File: config.mk
export PLATFORM = sky130hd
export DESIGN_NAME = conv3x3_rgb888
export DESIGN_NICKNAME = d
export VERILOG_FILES = /design/src/rtl/conv3x3_rgb888.sv
export SDC_FILE = /design/constraint.sdc
export NUM_CORES = 1
export LEC_CHECK = 0
export BUFFER_PORTS_ARGS = -buffer_cell sky130_fd_sc_hd__buf_2
export CAP_MARGIN = 30
export CORE_MARGIN = 2
export CORE_UTILIZATION = 47
export CTS_CLUSTER_SIZE = 40
export DETAILED_ROUTE_END_ITERATION = 16
export PLACE_DENSITY = 0.78
export RECOVER_POWER = 25
export SETUP_SLACK_MARGIN = 0.02
export SLEW_MARGIN = 40
export SYNTH_ARGS = -nofsm -noshare
export SYNTH_HDL_FRONTEND = slang
export SYNTH_SLANG_ARGS = --single-unit
File: constraint.sdc
create_clock -name iClk -period 4.05 [get_ports iClk]
set_input_delay 0 -clock iClk [delete_from_list [all_inputs] [get_ports iClk]]
set_output_delay 0 -clock iClk [all_outputs]
set_load 0.05 [all_outputs]
File: src/rtl/conv3x3_rgb888.sv
`default_nettype none
// +----------------------------------------------------------------------------+
// | Module      : conv3x3_rgb888                                               |
// | Description : Per-channel 3x3 filter (bypass / blur / sharpen / edge) with |
// |               output BRAM write-address and end-of-frame generation.       |
// |               Define CONV_EDGE_EN to build the Laplacian edge mode.        |
// | Revision    : 1.0                                                          |
// +----------------------------------------------------------------------------+
module conv3x3_rgb888 #(
    parameter int DATA_W    = 24,
    parameter int ADDR_W    = 17,
    parameter int OUT_DEPTH = 129060
) (
    input  logic              iClk,
    input  logic              iRst,
    input  logic              iValid,
    input  logic [DATA_W-1:0] iWin0,
    input  logic [DATA_W-1:0] iWin1,
    input  logic [DATA_W-1:0] iWin2,
    input  logic [DATA_W-1:0] iWin3,
    input  logic [DATA_W-1:0] iWin4,
    input  logic [DATA_W-1:0] iWin5,
    input  logic [DATA_W-1:0] iWin6,
    input  logic [DATA_W-1:0] iWin7,
    input  logic [DATA_W-1:0] iWin8,
    input  logic [1:0]        iMode,
    output logic [DATA_W-1:0] oPixel,
    output logic              oValid,
    output logic              oWe,
    output logic [ADDR_W-1:0] oAddr,
    output logic              oFrameDone
);

    localparam int                CH     = DATA_W / 8;
    localparam logic [ADDR_W-1:0] C_LAST = ADDR_W'(OUT_DEPTH - 1);

    logic [ADDR_W-1:0] in_cnt_d, in_cnt_q;
    logic [1:0]        mode_act_d, mode_act_q;
    logic [1:0]        mode_sel;

    logic [DATA_W-1:0] win_d [9];
    logic [DATA_W-1:0] win_q [9];
    logic              v1_q, v2_q;
    logic [1:0]        mode1_q, mode2_q;

    logic [9:0]        corner_d [CH];
    logic [9:0]        corner_q [CH];
    logic [9:0]        edge_d   [CH];
    logic [9:0]        edge_q   [CH];
    logic [7:0]        cent_d   [CH];
    logic [7:0]        cent_q   [CH];

    logic [DATA_W-1:0] pixel_d, pixel_q;
    logic              valid_d, valid_q;
    logic [ADDR_W-1:0] addr_d, addr_q;
    logic [ADDR_W-1:0] wr_addr_d, wr_addr_q;
    logic              done_d, done_q;

    // Stage 1: mode capture at frame start, window register.
    always_comb begin
        win_d[0] = iWin0;
        win_d[1] = iWin1;
        win_d[2] = iWin2;
        win_d[3] = iWin3;
        win_d[4] = iWin4;
        win_d[5] = iWin5;
        win_d[6] = iWin6;
        win_d[7] = iWin7;
        win_d[8] = iWin8;

        mode_sel = (in_cnt_q == '0) ? iMode : mode_act_q;
`ifndef CONV_EDGE_EN
        if (mode_sel == 2'd3) begin
            mode_sel = 2'd0;
        end
`endif
        in_cnt_d   = in_cnt_q;
        mode_act_d = mode_act_q;
        if (iValid) begin
            in_cnt_d   = (in_cnt_q == C_LAST) ? '0 : in_cnt_q + ADDR_W'(1);
            mode_act_d = mode_sel;
        end
    end

    // Stage 2: per-channel corner sum, edge-neighbour sum and centre.
    always_comb begin
        for (int c = 0; c < CH; c++) begin
            corner_d[c] = 10'(win_q[0][c*8 +: 8]) + 10'(win_q[2][c*8 +: 8])
                        + 10'(win_q[6][c*8 +: 8]) + 10'(win_q[8][c*8 +: 8]);
            edge_d[c]   = 10'(win_q[1][c*8 +: 8]) + 10'(win_q[3][c*8 +: 8])
                        + 10'(win_q[5][c*8 +: 8]) + 10'(win_q[7][c*8 +: 8]);
            cent_d[c]   = win_q[4][c*8 +: 8];
        end
    end

    // Stage 3: combine, scale/clamp, and advance the write address.
    always_comb begin : p_stage3
        logic [11:0]        blur;
        logic signed [12:0] sh;
        logic signed [12:0] ed;
        logic signed [12:0] ea;
        pixel_d = '0;
        for (int c = 0; c < CH; c++) begin
            blur = 12'(corner_q[c]) + {1'b0, edge_q[c], 1'b0} + {2'b00, cent_q[c], 2'b00};
            sh   = $signed(13'({cent_q[c], 2'b00}) + 13'(cent_q[c]) - 13'(edge_q[c]));
            ed   = $signed(13'({cent_q[c], 3'b000}) - 13'(corner_q[c]) - 13'(edge_q[c]));
            ea   = (ed < 0) ? -ed : ed;
            case (mode2_q)
                2'd1: pixel_d[c*8 +: 8] = blur[11:4];
                2'd2: begin
                    if (sh < 0)                pixel_d[c*8 +: 8] = 8'd0;
                    else if (sh > 13'sd255)    pixel_d[c*8 +: 8] = 8'd255;
                    else                       pixel_d[c*8 +: 8] = sh[7:0];
                end
`ifdef CONV_EDGE_EN
                2'd3: pixel_d[c*8 +: 8] = (ea > 13'sd255) ? 8'd255 : ea[7:0];
`endif
                default: pixel_d[c*8 +: 8] = cent_q[c];
            endcase
        end
        if (!v2_q) begin
            pixel_d = '0;
        end

        valid_d   = v2_q;
        addr_d    = addr_q;
        wr_addr_d = wr_addr_q;
        done_d    = 1'b0;
        if (v2_q) begin
            addr_d    = wr_addr_q;
            wr_addr_d = (wr_addr_q == C_LAST) ? '0 : wr_addr_q + ADDR_W'(1);
            done_d    = (wr_addr_q == C_LAST);
        end
    end

    always_ff @(posedge iClk or negedge iRst) begin
        if (!iRst) begin
            in_cnt_q   <= '0;
            mode_act_q <= '0;
            v1_q       <= 1'b0;
            v2_q       <= 1'b0;
            mode1_q    <= '0;
            mode2_q    <= '0;
            for (int i = 0; i < 9; i++) begin
                win_q[i] <= '0;
            end
            for (int c = 0; c < CH; c++) begin
                corner_q[c] <= '0;
                edge_q[c]   <= '0;
                cent_q[c]   <= '0;
            end
            pixel_q    <= '0;
            valid_q    <= 1'b0;
            addr_q     <= '0;
            wr_addr_q  <= '0;
            done_q     <= 1'b0;
        end else begin
            in_cnt_q   <= in_cnt_d;
            mode_act_q <= mode_act_d;
            v1_q       <= iValid;
            v2_q       <= v1_q;
            mode1_q    <= mode_sel;
            mode2_q    <= mode1_q;
            for (int i = 0; i < 9; i++) begin
                win_q[i] <= win_d[i];
            end
            for (int c = 0; c < CH; c++) begin
                corner_q[c] <= corner_d[c];
                edge_q[c]   <= edge_d[c];
                cent_q[c]   <= cent_d[c];
            end
            pixel_q    <= pixel_d;
            valid_q    <= valid_d;
            addr_q     <= addr_d;
            wr_addr_q  <= wr_addr_d;
            done_q     <= done_d;
        end
    end

    assign oPixel     = pixel_q;
    assign oValid     = valid_q;
    assign oWe        = valid_q;
    assign oAddr      = addr_q;
    assign oFrameDone = done_q;

endmodule
`default_nettype wire

==> results of run 1 <==
==> worst paths after layout <==
path	end	slack, ps	cells after the start
setup / recovery	edge_q[19]	730	12
hold / removal	win_q[147]	70	3
setup reg to reg	edge_q[19]	730	12
hold reg to reg	v2_q	340	0
max in group asynchronous	oPixel[18]	3110	4
min in group iClk	win_q[34]	70	2
==> cell usage in the layout, fill, tap and decap left out, types with 43 or more instances in the layout <==
cell | synthesis | final
xnor2_1 | 54 | 54
inv_1 | 129 | 129
o21ai_0 | 55 | 55
clkbuf_16 | 0 | 43
buf_2 | 0 | 232
nor2_1 | 56 | 56
nand2_1 | 49 | 49
ha_1 | 119 | 118
dlygate4sd3_1 | 0 | 221
a21oi_1 | 62 | 62
dfrtp_1 | 382 | 381
fa_1 | 144 | 144
==> tightest hold or removal path, cell delays in order <==
cell,delay [ps]
dlygate4sd3_1,560
buf_8,170
buf_16,280
==> routing by layer <==
| metal | up-vias | track usage, % | routed length (um) |
|---|---|---|---|
| li1 | 5625 | - | - |
| met3 | 133 | 3.54 | 1970 |
| met5 | - | 0 | 0 |
| met2 | 366 | 41.3 | 23500 |
| met4 | 0 | 12.3 | 2200 |
| met1 | 6232 | 27.1 | 17000 |
==> logic make-up after synthesis <==
group / synth area share (%)
adder cells (fa/ha/maj): 24.1
multiplexers: 1.12
AO/OA/AOI/OAI: 8.59
buffers and inverters: 3.06
XOR/XNOR: 4.30
AND/OR/NAND/NOR: 6.11
flip-flops: 52.7
==> stage by stage <==
stage	power [uW]	util [%]	area (um2)	worst slack [ps]
CTS	15500	62.8	23800	830
detailed placement	11300	53.2	20100	822
floorplan	9630	-	18100	1110
global placement	11100	53.1	20100	947
finish	15600	62.8	23800	728
global route	16700	62.8	23800	520
==> timing repair <==
item / CTS / global route
setup endpoints to repair: 0 / 0
buffers inserted: 0 / 0
hold buffers: 222 / 0
endpoints found under the hold margin: 472 / 0
==> power groups by stage <==
stage	clock (uW)	sequential, uW	combinational, uW
after CTS	3990	4860	6640
after global placement	0	4910	6190
final	3940	4870	6760
after floorplan	0	5120	4510
after global routing	4190	4950	7550
after detailed placement	0	4930	6380
==> cell type report <==
class | count | area [um2]
fillers | 2806 | 14100
flip-flops and latches | 382 | 9560
multi-input cells | 836 | 8020
repair buffers | 493 | 3630
clock buffers | 56 | 1180
well taps | 511 | 639
inverters | 129 | 484
clock inverters | 16 | 225
diodes | 4 | 10.0
==> state kept, by name, indices dropped and copies added (netlist names), 2 cells and up <==
name / cells
win_q: 192
mode_act_q: 2
mode2_q: 2
cent_d: 24
edge_q: 30
corner_q: 27
wr_addr_q: 17
oPixel: 24
mode1_q: 2
oAddr: 17
in_cnt_q: 17
cent_q: 24
==> qor.yml, run 1 <==
clockBufferDepth: 3
crit_required_ps: 4510
stdcell_count: 2427
path_class: "flop to flop"
drt-total-wl_um: 44700
yosysWarnings: 0
synthTopCellsByArea: "dfrtp_1, fa_1, ha_1"
clk_pin_slew_ps: 60
hold_path.class: "input port to async pin"
dr.first_iter.drc_count: 569
synthCells: 1365
cp-start-kind: "flop"
synth_most_common_cell: "dfrtp_1"
drive_above_1_share_pct: 17.7
numCtsBuffers: 43
syn_area_per_cell_um2: 13.3
crit_path_start: "win_q[33]"
min_period_ps: 3320
first_pass_iters: 5
synth_cell_types: 62
pwr-share-clk_pct: 25.3
dieWidth_um: 200
syn_area_um2: 18100
grt_overflow: 0
antenna_found_initial: 5
crit_chain: "fa_1 > fa_1 > ha_1 > inv_1 > fa_1 > nor2b_1 > o21ai_0 > a21boi_1 > o21ai_0 > nand2b_1 > a21o_1 > a21o_1"
skew_ps: 19.0
row_count: 71
power_frac_seq_pct: 31.3
hold_ws_ps: 71.1
synth_common_cells: "dfrtp_1, fa_1, inv_1, ha_1, a21oi_1"
combPwrFrac_pct: 43.4
p_leak_uw: 0.0112
slew_headroom_pct: 45.2
power_density_nw_per_um2: 655
vias_per_cell: 5.09
peakVddDrop_mv: 0.414
rr_startpoint: "win_q[33]"
drv_slew: 0
fmax_mhz: 301
post-place-cells: 2129
synthArstFlopShare_pct: 100
routedWlPerCell_um: 18.4
fp.dieH_um: 200
crit_fanout: 2
hold_viol_final: 0
p_int_uw: 9630
hpwl_um: 27600
grt_pass1_vias: 14100
clock-sinks: 382
final-setup-viol-count: 0
critical_path.slowest_cell: "fa_1"
cts_resized: 0
grt_pass1_wl_um: 72600
cpMostUsedCell: "fa_1"
path_buf_inv: 1
place.gp.congestion: 0.884
drc: 0
cts_tree: "built"
core_area_um2: 37800
synth_top_area_share_pct: 52.7
drv_cap: 0
cts_htree_levels: 2
period_share_pct: 82.0
ys_seq_area_share_pct: 52.7
layout.nets: 2369
yosysTopAreaCell: "dfrtp_1"
cp-end-kind: "flop"
synth_fp_nets: 1849
area_growth_pct: 31.0
outcome: "complete, no violations"
grt_usage_pct: 23.2
cts-root-buf: "clkbuf_16"
worstMarginPinSlew_ps: 821
grt_max_degree: 100
power.share.switching_pct: 38.1
clk_latency_ps: 560
synth_edf_count: 0
max_stage_delay_ps: 560
dieArea_um2: 40200
dr_total_vias: 12400
io_pins: 265
io_buffers: 264
worst-endpoint-arrival_ps: 3780
cp_top_family: "adder cells"
start_util_pct: 47.9
setup_tns_ps: 0
rsz0062_at_grt: "no"
ys_ff_latch: 382
synthFlopType: "dfrtp_1"
antenna_left: 0
p_sw_uw: 5940
(Power assumes the default switching activity.)
==> run 2, diff against run 1 <==
Settings changed: PLACE_DENSITY 0.78 to 0.8.
Clock period 4.05 ns to 2.78 ns, I/O delays scaled along.
==> run 2 against run 1 <==
- the run now ends with negative setup slack left
- die area unchanged
- clock-buffer cell count up 1
- sequential share of layout area fell by 3.0 points
- non-clock buffer count grew 153
- clock skew is 6.8 ps higher
- power rose by 68%
- cell count increased by 6.3%
==> qor.yml, run 2 (synthesis gave the netlist of run 1 again) <==
top_register: "win_q"
fmax_mhz: 327  # +8.5%
dr_wl_met2_um: 26500  # +13%
rr_startpoint: "edge_q[11]"
numCtsBuffers: 42  # -2.3%
stdcell_count: 2580  # +6.3%
skew_ps: 25.7  # +6.77 ps
post-place-cells: 2247  # +5.5%
first_pass_iters: 4  # -1
reg2reg_setup_slack_ps: -280  # -1010 ps
r2r_cells: 14  # +2
grt_pass1_wl_um: 76900  # +5.9%
cts-root-buf: "clkbuf_16"
peakVddDrop_mv: 0.638  # +54%
crit_path_start: "edge_q[11]"
max_stage_delay_ps: 410  # -150 ps
largest_reg_flops: 192  # unchanged
crit_fanout: 7  # +5
grt_overflow: 0  # unchanged
clockBufferDepth: 3  # unchanged
io_buffers: 264  # unchanged
drv_slew: 0  # unchanged
area_growth_pct: 41.5
grt_usage_pct: 24.5  # +1.3 points
vias_per_cell: 5.13  # +0.72%
reg2reg_to: "oPixel[8]"
path_class: "flop to flop"
final_cell_mix: "dfrtp_1, buf_2, dlygate4sd3_1"
drive_above_1_share_pct: 31.3  # +14 points
final_common_cell: "dfrtp_1"
grt_pass1_vias: 15000  # +6.7%
drt-total-wl_um: 49900  # +12%
fin_area_um2: 25700  # +8.0%
antenna_found_initial: 5  # unchanged
io_pins: 265  # unchanged
clk_pin_slew_ps: 60  # about the same
place.gp.congestion: 0.865  # -2.2%
row_count: 71  # unchanged
final-setup-viol-count: 39  # +39
cp-end-kind: "flop"
worst-endpoint-arrival_ps: 3540  # -240 ps
min_period_ps: 3060  # -260 ps
period_share_pct: 110  # +28 points
dr_total_vias: 13200  # +7.1%
setup_ws_ps: -282  # -1010 ps
clock-sinks: 382  # unchanged
worstMarginPinSlew_ps: 787  # -33.7 ps
hpwl_um: 29100  # +5.3%
dieWidth_um: 200  # unchanged
antenna_left: 0  # unchanged
outcome: "complete, but fails checks"
drv_cap: 0  # unchanged
top_layer_used: "met4"
rsz0062_at_grt: "yes"
violations: "negative setup slack"
cts_tree: "built"
power_density_nw_per_um2: 1020  # +55%
clk_latency_ps: 560  # about the same
finish.utilization_pct: 67.8  # +5.0 points
hold_path.class: "input port to async pin"
crit_required_ps: 3260  # -1250 ps
slew_headroom_pct: 47.4  # +2.3 points
dr.first_iter.drc_count: 615  # +8.1%
cts_htree_levels: 2  # unchanged
core_area_um2: 37800  # unchanged
layout.nets: 2521  # +6.4%
fp.dieH_um: 200  # unchanged
crit_chain: "inv_1 > ha_1 > ha_4 > inv_2 > fa_2 > nor2b_4 > o2111ai_4 > a31oi_4 > mux2_4 > o211ai_4 > buf_12 > buf_6 > o21ai_4 > a21oi_2"
routedWlPerCell_um: 19.3  # +5.0%
m1WireLength_um: 18400  # +7.9%
critical_path.slowest_cell: "fa_2"
cp-start-kind: "flop"
grt_max_degree: 88  # -12%
drc: 0  # unchanged
power_uw: 26100  # +68%
dieArea_um2: 40200  # unchanged
post_dp_cell_area_um2: 21100  # +4.9%
top_regs: "win_q: 192 flops, edge_q: 30 flops, corner_q: 27 flops"
hold_ws_ps: 13.4  # -57.7 ps
endpoint: "oPixel[8]"
p_leak_uw: 0.0120  # +7.1%
hold_viol_final: 0  # unchanged
wl_met3_um: 2210  # +12%
start_util_pct: 47.9  # unchanged
run 2: cell count changes in the layout (fill, tap and decap cells not counted), sizes merged:
cell and change:
buf +156, bufinv -4, clkinvlp +3, clkbuf -2
clkinv +2, inv -2
run 2: worst min-delay path by stage:
stage,from,end,slack [ps],depth (start not counted)
3_5_place_dp,iRst,win_q[149],40,1
3_3_place_gp,iRst,win_q[149],40,1
6_report,iRst,win_q[53],10,2
5_1_grt,iRst,win_q[53],60,2
4_1_cts,iRst,win_q[149],20,2
2_1_floorplan,iRst,cent_d[0],-300,0
run 2: worst max-delay path, delay by kind of cell (launching register included):
| kind | cells | cell delay, ps |
|---|---|---|
| and+or+nand+nor | 1 | 160 |
| buffers and inverters | 4 | 380 |
| DFF | 1 | 370 |
| muxes | 1 | 340 |
| adders and majority gates | 3 | 900 |
| AOI/OAI and AO/OA | 5 | 820 |
run 2: power by group:
part | switching (uW) | total, uW | internal, uW
registers | 682 | 7060 | 6380
clock network | 2270 | 5290 | 3020
logic | 7320 | 13700 | 6400
total | 10300 | 26100 | 15800
run 2: per-stage QoR:
stage	worst slack, ps	setup TNS, ps
global placement	-247	-4620
global route	-373	-9580
CTS	-181	-3040
floorplan	-63.3	-202
detailed placement	-286	-7630
finish	-282	-5500
run 2: cell type report:
cell class                 count  area, um2
sequential                   382       9560
clock buffer                  57       1160
clock inverter                15        133
inverter                     129        484
timing repair buffer         646       4830
fill                        2474      12200
multi-input combinational    836       8850
tap                          511        639
antenna                        4       10.0
run 2: routing by layer:
| metal | track usage, % | vias to the layer above |
|---|---|---|
| li1 | - | 5921 |
| met1 | 27.9 | 6670 |
| met2 | 44.0 | 455 |
| met3 | 3.67 | 183 |
| met4 | 13.7 | 0 |
| met5 | 0 | - |
run 2: repair_timing:
item | 4_1_cts | 5_1_grt
cloned | 0 | 0
buffers inserted | 26 | 18
resized for setup | 90 | 104
hold buffers | 221 | 0
setup endpoints to repair | 49 | 52
pin swaps | 94 | 98
endpoints found under the hold margin | 518 | 0
==> run 3, diff against run 2 <==
Settings changed: RECOVER_POWER 25 to unset.
==> run 3 against run 2 <==
- the flow still finishes with violations (negative setup slack)
- non-clock buffer count is the same
- fmax shrank 0.43%
- register-to-register slack is essentially flat
- cell area grew 0.14%
- critical endpoint unchanged
- highest routed layer unchanged
==> qor.yml, run 3 (synthesis gave the netlist of run 1 again) <==
path_class: "flop to flop"
dieArea_um2: 40200  # unchanged
antenna_found_initial: 5  # unchanged
cp-start-kind: "flop"
setup_ws_ps: -295  # -13.2 ps
core_area_um2: 37800  # unchanged
hold_path.class: "input port to async pin"
cts_tree: "built"
min_period_ps: 3070  # +13.2 ps
post-place-cells: 2247  # unchanged
grt_pass1_vias: 15000  # unchanged
fmax_mhz: 325  # -0.43%
area_growth_pct: 41.7
clock-sinks: 382  # unchanged
clk_latency_ps: 560  # about the same
first_pass_iters: 7  # +3
drc: 0  # unchanged
antenna_left: 0  # unchanged
multi_input_comb_area_um2: 8850  # unchanged
final_cell_mix: "dfrtp_1, buf_2, dlygate4sd3_1"
peakVddDrop_mv: 0.635  # -0.48%
skew_ps: 26.0  # +0.287 ps
seqCellArea_um2: 9560  # unchanged
drv_slew: 0  # unchanged
p_leak_uw: 0.0121  # +0.59%
dr.first_iter.drc_count: 660  # +7.3%
outcome: "complete, but fails checks"
crit_fanout: 7  # unchanged
cp-end-kind: "flop"
final_common_cell: "dfrtp_1"
cts-root-buf: "clkbuf_16"
drive_above_1_share_pct: 32.6  # +1.3 points
top_register: "win_q"
numCtsBuffers: 42  # unchanged
dieWidth_um: 200  # unchanged
layout.nets: 2521  # unchanged
largest_reg_flops: 192  # unchanged
grt_usage_pct: 24.5  # unchanged
grt_pass1_wl_um: 76900  # unchanged
drv_cap: 0  # unchanged
grt_overflow: 0  # unchanged
place.gp.congestion: 0.865  # unchanged
grt_max_degree: 88  # unchanged
start_util_pct: 47.9  # unchanged
rsz0062_at_grt: "yes"
finish.utilization_pct: 67.9  # +0.093 points
final-setup-viol-count: 39  # unchanged
worstMarginPinSlew_ps: 798  # +10.1 ps
fp.dieH_um: 200  # unchanged
vias_per_cell: 5.13  # about the same
io_buffers: 264  # unchanged
power_density_nw_per_um2: 1020  # -0.10%
slew_headroom_pct: 46.8  # -0.67 points
clk_pin_slew_ps: 60  # about the same
io_pins: 265  # unchanged
stdcell_count: 2581  # +0.039%
hpwl_um: 29100  # unchanged
hold_viol_final: 0  # unchanged
top_regs: "win_q: 192 flops, edge_q: 30 flops, corner_q: 27 flops"
cts_htree_levels: 2  # unchanged
period_share_pct: 111  # +0.48 points
fill_cells: 2460  # -0.57%
crit_required_ps: 3260  # about the same
row_count: 71  # unchanged
dr_total_vias: 13200  # +0.0076%
violations: "negative setup slack"
worst-endpoint-arrival_ps: 3550  # about the same
routedWlPerCell_um: 19.3  # about the same
clockBufferDepth: 3  # unchanged
drt-total-wl_um: 49900  # about the same
==> run 3: cell types whose count changed in the layout (fill, tap and decap cells not counted), sizes merged <==
cell,change
diode,+1
buf,+28
clkbuf,-28
==> run 3: power by group <==
group,switching [uW],internal (uW)
sequential,684,6380
combinational,7320,6410
clock,2270,3020
total,10300,15800
==> run 3: cell type report <==
class,count,share of cell area [%]
Sequential cell,382,37.2
Tap cell,511,2.49
Multi-Input combinational cell,836,34.4
Antenna cell,5,0.0487
Inverter,129,1.88
Clock inverter,15,0.516
Clock buffer,57,4.50
Timing Repair Buffer,646,18.9
==> run 3: critical path, cell delays in order (launching register included) <==
cell and delay (ps):
dfrtp_1 380, inv_1 60, ha_1 330, ha_4 160, inv_2 40, fa_2 410
nor2b_4 160, o2111ai_4 140, a31oi_4 300, mux2_4 340, o211ai_4 200, buf_12 180
buf_6 110, o21ai_4 50, a21oi_2 130
==> run 3: final timing paths <==
path | depth (start not counted) | startpoint | to | slack (ps)
max in group asynchronous | 3 | iRst | wr_addr_q[12] | 1870
min in group iClk | 2 | iWin7[5] | win_q[29] | 70
worst min register to register | 0 | mode1_q[0] | mode2_q[0] | 350
worst max register to register | 14 | edge_q[11] | oPixel[8] | -290
worst max-delay path | 14 | edge_q[11] | oPixel[8] | -290
worst min-delay path | 2 | iRst | win_q[53] | 10
==> run 3: through the flow <==
stage	hold slack, ps	total power, uW	setup WS [ps]	setup TNS [ps]	cell area [um2]
after floorplan	-296	14200	-63.3	-202	18200
after global placement	37.4	17600	-247	-4620	21100
after detailed placement	44.7	17900	-286	-7630	21100
after CTS	23.3	24400	-181	-3040	25100
after global routing	58.9	27700	-373	-9580	25700
final	10.4	26100	-295	-5740	25700
==> run 3: per-layer routing <==
layer / vias to the layer above / global-route usage [%] / routed length [um]
met5: - / 0 / 0
met4: 0 / 13.7 / 2780
met3: 182 / 3.67 / 2270
met2: 476 / 44.0 / 26500
met1: 6649 / 27.9 / 18400
li1: 5923 / - / -
==> run 3: what timing repair did <==
action,in CTS,in global routing
endpoints found under the setup margin,49,52
setup buffers,26,18
hold buffers,221,0
endpoints found under the hold margin,518,0
resized for setup,90,104
pin swaps,94,98
